## src/rtl/instr_fetch_aligner_if.sv

```systemverilog
// Bundle of the aligner's fetch-memory bus, instruction output stream and redirect inputs.
// master = aligner side, slave = memory/consumer/redirect side.
interface instr_fetch_aligner_if;
  logic        flush;
  logic [31:0] flush_pc;
  logic        fetch_req;
  logic [31:0] fetch_addr;
  logic        fetch_gnt;
  logic        fetch_rvalid;
  logic [31:0] fetch_rdata;
  logic        instr_valid;
  logic        instr_ready;
  logic [31:0] instr;
  logic [31:0] instr_pc;
  logic        instr_compressed;

  modport master (
    input  flush, flush_pc, fetch_gnt, fetch_rvalid, fetch_rdata, instr_ready,
    output fetch_req, fetch_addr, instr_valid, instr, instr_pc, instr_compressed
  );

  modport slave (
    output flush, flush_pc, fetch_gnt, fetch_rvalid, fetch_rdata, instr_ready,
    input  fetch_req, fetch_addr, instr_valid, instr, instr_pc, instr_compressed
  );
endinterface

```

## src/rtl/instr_fetch_aligner.sv

```systemverilog
// Word-aligned instruction fetcher with a 4-halfword queue that re-aligns the stream
// at 16-bit granularity and emits one whole (RVC or 32-bit) instruction per handshake.
module instr_fetch_aligner #(
  parameter logic [31:0] RESET_PC = 32'h0000_0000
) (
  input  logic                  clk,
  input  logic                  rstn,
  instr_fetch_aligner_if.master bus
);
  localparam int unsigned XLEN = 32;
  localparam int unsigned HW   = 16;
  localparam int unsigned CNTW = 3;

  // Fetch-port state: idle, waiting on a live response, waiting on a stale one to drop
  localparam logic [1:0] S_IDLE = 2'd0;
  localparam logic [1:0] S_WAIT = 2'd1;
  localparam logic [1:0] S_DROP = 2'd2;

  logic [1:0]          r_state, w_state_nxt;
  logic [3:0][HW-1:0]  r_q, w_q_nxt;
  logic [CNTW-1:0]     r_count, w_count_nxt, w_pops, w_pushes;
  logic [1:0]          w_base;
  logic [XLEN-1:0]     r_pc, r_fetch_pc;
  logic                r_skip_low;
  logic                w_head_c16, w_valid, w_accept, w_push, w_fetch_req, w_compressed;

  assign w_head_c16   = (r_q[0][1:0] != 2'b11);
  assign w_valid      = ((r_count != '0) && w_head_c16) || (r_count >= CNTW'(2));
  assign w_compressed = (r_count != '0) && w_head_c16;
  assign w_accept     = w_valid && bus.instr_ready && !bus.flush;
  assign w_push       = (r_state == S_WAIT) && bus.fetch_rvalid && !bus.flush;
  // Issue only while the queue can absorb a full word even without any pops
  assign w_fetch_req  = rstn && (r_state == S_IDLE) && !bus.flush && (r_count <= CNTW'(2));

  always_comb begin
    w_state_nxt = r_state;
    case (r_state)
      S_IDLE:  if (w_fetch_req && bus.fetch_gnt) w_state_nxt = S_WAIT;
      S_WAIT:  if (bus.fetch_rvalid)              w_state_nxt = S_IDLE;
               else if (bus.flush)              w_state_nxt = S_DROP;
      S_DROP:  if (bus.fetch_rvalid)              w_state_nxt = S_IDLE;
      default:                                  w_state_nxt = S_IDLE;
    endcase
  end

  // Queue update: shift out popped halfwords, then append pushed ones after the survivors
  always_comb begin
    w_pops   = w_accept ? (w_head_c16 ? CNTW'(1) : CNTW'(2)) : '0;
    w_pushes = w_push ? (r_skip_low ? CNTW'(1) : CNTW'(2)) : '0;
    w_base   = 2'(r_count - w_pops);
    w_q_nxt  = r_q;
    if (w_pops == CNTW'(1))      w_q_nxt = {r_q[3], r_q[3], r_q[2], r_q[1]};
    else if (w_pops == CNTW'(2)) w_q_nxt = {r_q[3], r_q[2], r_q[3], r_q[2]};
    if (w_push) begin
      if (r_skip_low) begin
        w_q_nxt[w_base] = bus.fetch_rdata[31:16];
      end else begin
        w_q_nxt[w_base]        = bus.fetch_rdata[15:0];
        w_q_nxt[w_base + 2'd1] = bus.fetch_rdata[31:16];
      end
    end
    w_count_nxt = r_count - w_pops + w_pushes;
  end

  always_ff @(posedge clk or negedge rstn) begin
    if (!rstn) begin
      r_state    <= S_IDLE;
      r_q        <= '0;
      r_count    <= '0;
      r_pc       <= RESET_PC;
      r_fetch_pc <= RESET_PC;
      r_skip_low <= 1'b0;
    end else begin
      r_state <= w_state_nxt;
      if (bus.flush) begin
        r_count    <= '0;
        r_pc       <= bus.flush_pc & ~XLEN'(1);
        r_fetch_pc <= {bus.flush_pc[XLEN-1:2], 2'b00};
        r_skip_low <= bus.flush_pc[1];
      end else begin
        r_q     <= w_q_nxt;
        r_count <= w_count_nxt;
        if (w_accept)                     r_pc       <= r_pc + (w_head_c16 ? XLEN'(2) : XLEN'(4));
        if (w_fetch_req && bus.fetch_gnt) r_fetch_pc <= r_fetch_pc + XLEN'(4);
        if (w_push)                       r_skip_low <= 1'b0;
      end
    end
  end

  assign bus.fetch_req        = w_fetch_req;
  assign bus.fetch_addr       = r_fetch_pc;
  assign bus.instr_valid      = w_valid;
  assign bus.instr_compressed = w_compressed;
  assign bus.instr            = w_compressed ? {16'h0000, r_q[0]} : {r_q[1], r_q[0]};
  assign bus.instr_pc         = r_pc;

endmodule

```

## src/flat_wrapper.sv

```systemverilog
// flat-port wrapper written by rule: the top's interface ports become plain ports
module instr_fetch_aligner_flat 
#(
  parameter logic [31:0] RESET_PC = 32'h0000_0000
)
  (clk, rstn, bus_flush, bus_flush_pc, bus_fetch_gnt, bus_fetch_rvalid, bus_fetch_rdata, bus_instr_ready, bus_fetch_req, bus_fetch_addr, bus_instr_valid, bus_instr, bus_instr_pc, bus_instr_compressed);
  instr_fetch_aligner_if bus_i ();
  input  logic clk;
  input  logic rstn;
  input wire logic [$bits(bus_i.flush)-1:0] bus_flush;
  input wire logic [$bits(bus_i.flush_pc)-1:0] bus_flush_pc;
  input wire logic [$bits(bus_i.fetch_gnt)-1:0] bus_fetch_gnt;
  input wire logic [$bits(bus_i.fetch_rvalid)-1:0] bus_fetch_rvalid;
  input wire logic [$bits(bus_i.fetch_rdata)-1:0] bus_fetch_rdata;
  input wire logic [$bits(bus_i.instr_ready)-1:0] bus_instr_ready;
  output wire logic [$bits(bus_i.fetch_req)-1:0] bus_fetch_req;
  output wire logic [$bits(bus_i.fetch_addr)-1:0] bus_fetch_addr;
  output wire logic [$bits(bus_i.instr_valid)-1:0] bus_instr_valid;
  output wire logic [$bits(bus_i.instr)-1:0] bus_instr;
  output wire logic [$bits(bus_i.instr_pc)-1:0] bus_instr_pc;
  output wire logic [$bits(bus_i.instr_compressed)-1:0] bus_instr_compressed;
  assign bus_i.flush = bus_flush;
  assign bus_i.flush_pc = bus_flush_pc;
  assign bus_i.fetch_gnt = bus_fetch_gnt;
  assign bus_i.fetch_rvalid = bus_fetch_rvalid;
  assign bus_i.fetch_rdata = bus_fetch_rdata;
  assign bus_i.instr_ready = bus_instr_ready;
  assign bus_fetch_req = bus_i.fetch_req;
  assign bus_fetch_addr = bus_i.fetch_addr;
  assign bus_instr_valid = bus_i.instr_valid;
  assign bus_instr = bus_i.instr;
  assign bus_instr_pc = bus_i.instr_pc;
  assign bus_instr_compressed = bus_i.instr_compressed;
  instr_fetch_aligner #(.RESET_PC(RESET_PC)) u_core (.clk(clk), .rstn(rstn), .bus(bus_i));
endmodule
```

## config.mk

```make
export PLATFORM = sky130hd
export DESIGN_NAME = instr_fetch_aligner_flat
export DESIGN_NICKNAME = d
export VERILOG_FILES = /design/src/rtl/instr_fetch_aligner_if.sv /design/src/rtl/instr_fetch_aligner.sv /design/src/flat_wrapper.sv
export SDC_FILE = /design/constraint.sdc
export NUM_CORES = 1
export LEC_CHECK = 0
export CAP_MARGIN = 20
export CORE_UTILIZATION = 40
export CTS_BUF_LIST = sky130_fd_sc_hd__clkbuf_16
export DETAILED_ROUTE_END_ITERATION = 8
export PLACE_DENSITY = 0.62
export RECOVER_POWER = 25
export SLEW_MARGIN = 20
export SYNTH_ARGS = -nofsm -noshare
export SYNTH_HDL_FRONTEND = slang
export SYNTH_SLANG_ARGS = --single-unit
```

## constraint.sdc

```tcl
create_clock -name clk -period 4.25 [get_ports clk]
set_input_delay 0.85 -clock clk [delete_from_list [all_inputs] [get_ports clk]]
set_output_delay 0.85 -clock clk [all_outputs]
set_load 0.02 [all_outputs]
```

==> impl_metrics.csv, run 1 <==
group,metric,value,unit
worst_setup_path,worstSetupEndpointType,"output port",
synthesis,yosysTopAreaCellShare,33.7,%
worst_setup_path,timing.setup.critical_path_class,"reg2out",
sta,tns,0,ps
clock_network,ctsResizeCount,0,
worst_setup_path,cp-start-kind,"flip-flop",
clock_network,tritoncts,"done",
synthesis,avgSynthCellArea,8.80,sq um
floorplanning,io_pins,169,
clock_network,postCtsSetupBuffers,0,
route,via_per_inst,5.93,
finish,drive_gt1_share,14.2,%
clock_network,cts_inserted_buffers,17,
worst_setup_path,rr_worst_depth,12,
finish,layout.nets,1303,
run,max_cap_viol_count,2,
worst_setup_path,cp-startpoint,"u_core.r_q[1]",
placed_design,gp_congestion,0.859,
finish,diodes,0,
floorplanning,start_util,41.1,%
sta,report.final.slew_viol_count,101,
synthesis,synth_cell_types,71,
global_route,grt_max_degree,82,
synthesis,ys.flop_type,"dfrtp_1",
worst_setup_path,r2r_start,"u_core.r_q[1]",
worst_setup_path,r2r_slack,910,ps
global_route,grt_pass1_vias,8665,
clock_network,path_clk_slew,70,ps
floorplanning,die_height,158,um
global_route,antenna_found_initial,0,
route,remaining_drc_errors,0,
finish,final_cell_mix,"clkdlybuf4s50_1 (162), dfrtp_1 (131), a21oi_1 (98), mux2_2 (81), nor2_1 (79)",
sta,skew,13.4,ps
global_route,grt_pass1_wl,49300,um
route,wl_per_cell,20.4,um
clock_network,htree_levels,4,
worst_setup_path,cp.arrival,2840,ps
outcome,outcome,"complete, but fails checks",
sta,setup_violations,0,
clock_network,clock_latency,430,ps
placed_design,io_buffers,164,
floorplanning,die_width,158,um
clock_network,clockRootBuffer,"clkbuf_16",
floorplanning,die_area,25000,sq um
pwr,p_total,5.43,mW
worst_setup_path,required,3400,ps
global_route,overflow,0,
route,vias,9232,
pwr,vdd_ir_drop_max,315,uV
clock_network,cts_sinks,131,
route,antenna_left,0,
synthesis,async_flop_share,100,%
sta,fin_crit_sh,86.8,%
synthesis,ys_ff_latch,131,
finish,syn2layout_area_growth,24.8,%
floorplanning,core_area,23700,sq um
route,drt-initial-drc-count,741,
finish,mostFrequentLayoutCell,"clkdlybuf4s50_1",
synthesis,synth_area,9740,sq um
sta,relSlewSlack,-68.2,%
placed_design,post-dp-hpwl,21900,um
outcome,violations,"capacitance limit, slew limit",
placed_design,dp_slack,220,ps
synthesis,synth_seq_area_share,33.7,%
synthesis,yosys_warnings,0,
finish,fin_util,51.3,%
synthesis,synthTopCellsByArea,"dfrtp_1 (34%), mux2_2 (9.4%), a21oi_1 (5.0%)",
sta,worst_pin_slew,2520,ps
clock_network,clk_path_buf_depth,2,
pwr,power_density,447,nW/um^2
sta,rsz0062_at_grt,"no",
global_route,grt.total_usage,25.8,%
pwr,p_leak,4.65,nW
synthesis,synth_edf_count,0,
sta,fmax,271,MHz
route,drt-total-wl,31800,um
worst_hold_path,hold_class,"in2async",
floorplanning,fp-row-count,56,
worst_setup_path,crit_fanout,31,
synthesis,syn_inst,1106,
clock_network,holdBufCountCts,0,
sta,setup_slack,560,ps
sta,period_minus_slack,3690,ps
sta,finalHoldViolCount,0,
synthesis,synth_area_leader_cell,"dfrtp_1",
route,drt_pass1_iterations,5,
-- cell usage after synthesis, types with 3 or more instances --
cell / number
or2_2: 3
buf_2: 18
a211o_1: 12
a211oi_1: 25
dfrtp_1: 131
mux2_4: 4
o31a_1: 13
xor2_1: 20
a21boi_0: 6
nand3_1: 31
or3_1: 4
o21a_1: 4
o21ai_1: 15
nor4_1: 5
xnor2_1: 33
clkbuf_1: 52
a221o_1: 13
nor3_1: 9
a221oi_1: 27
mux2_2: 81
nand2b_1: 21
nand4_1: 17
inv_1: 15
a31oi_1: 5
mux2i_1: 46
and3_1: 11
nor2_1: 80
a21o_1: 15
fa_1: 3
o211ai_1: 4
buf_4: 21
a21oi_1: 98
nand3b_1: 3
ha_1: 5
a22oi_1: 3
and4_1: 6
o21ai_0: 69
and2_1: 6
nor2b_1: 32
buf_1: 8
nand2_1: 77
o22ai_1: 22
-- sequential cells by signal (all words and copies together), names as in the netlist --
| register | cells |
|---|---|
| u_core.r_skip_low | 1 |
| u_core.r_state | 2 |
| u_core.r_q | 64 |
| u_core.r_count | 3 |
| u_core.bus.fetch_addr | 30 |
| u_core.bus.instr_pc | 31 |
-- cell type report --
type | instances | area, sq um
flip-flops and latches | 131 | 3280
clock buffers | 17 | 425
well taps | 319 | 399
multi-input cells | 860 | 5930
fillers | 2271 | 11500
inverters | 17 | 65.1
clock inverters | 15 | 136
repair buffers | 198 | 1910
-- cells by family after synthesis --
group / Yosys count / synth area share, %
AOI/OAI and AO/OA: 350 / 23.5
adders and majority gates: 8 / 1.26
xor gates and xnor gates: 53 / 4.77
and+or+nand+nor: 315 / 16.4
other: 1 / 0.0385
muxes: 131 / 14.7
buffers and inverters: 117 / 5.63
DFF: 131 / 33.7
-- power breakdown --
| part | total, mW | switching [mW] | internal (mW) |
|---|---|---|---|
| Sequential | 1.76 | 0.285 | 1.48 |
| Clock | 1.43 | 0.661 | 0.773 |
| Combinational | 2.24 | 1.20 | 1.04 |
-- per-layer routing --
layer	global-route usage (%)	wire length, um
met5	0	0
met2	41.1	14600
met3	4.05	1780
met1	35.6	14600
met4	8.01	805
-- worst paths after layout --
kind,to
max,bus_instr[27]
max reg2reg,u_core.r_q[7]
min reg2reg,u_core.r_q[3]
min in group clk,u_core.r_q[3]
max in group asynchronous,u_core.r_q[27]
min,u_core.bus.fetch_addr[8]
-- metrics by stage --
stage / cells / area (sq um) / hold slack [ps]
2_1_floorplan: 1108 / 9740 / 466
3_3_place_gp: 1525 / 11600 / 486
3_5_place_dp: 1525 / 11600 / 491
4_1_cts: 1557 / 12200 / 302
5_1_grt: 1557 / 12100 / 314
6_report: 1557 / 12100 / 306
-- worst max-delay path, stage by stage (launching register included) --
cell             delay, ps
dfrtp_1                490
nand2_2                230
inv_2                  140
buf_4                  460
a21oi_1                 80
buf_4                  230
nor2b_1                140
clkdlybuf4s50_1        610
Note: power is estimated with default switching activity, not from simulation.
==> run 2: changes to the inputs <==
--- a/config.mk
+++ b/config.mk
@@ -11,6 +11,7 @@
 export DETAILED_ROUTE_END_ITERATION = 8
 export PLACE_DENSITY = 0.62
 export RECOVER_POWER = 25
+export SKIP_CTS_REPAIR_TIMING = 1
 export SLEW_MARGIN = 20
 export SYNTH_ARGS = -nofsm -noshare
 export SYNTH_HDL_FRONTEND = slang
==> results of run 2 <==
The final DEF is identical to that of run 1; final timing and power are the same.
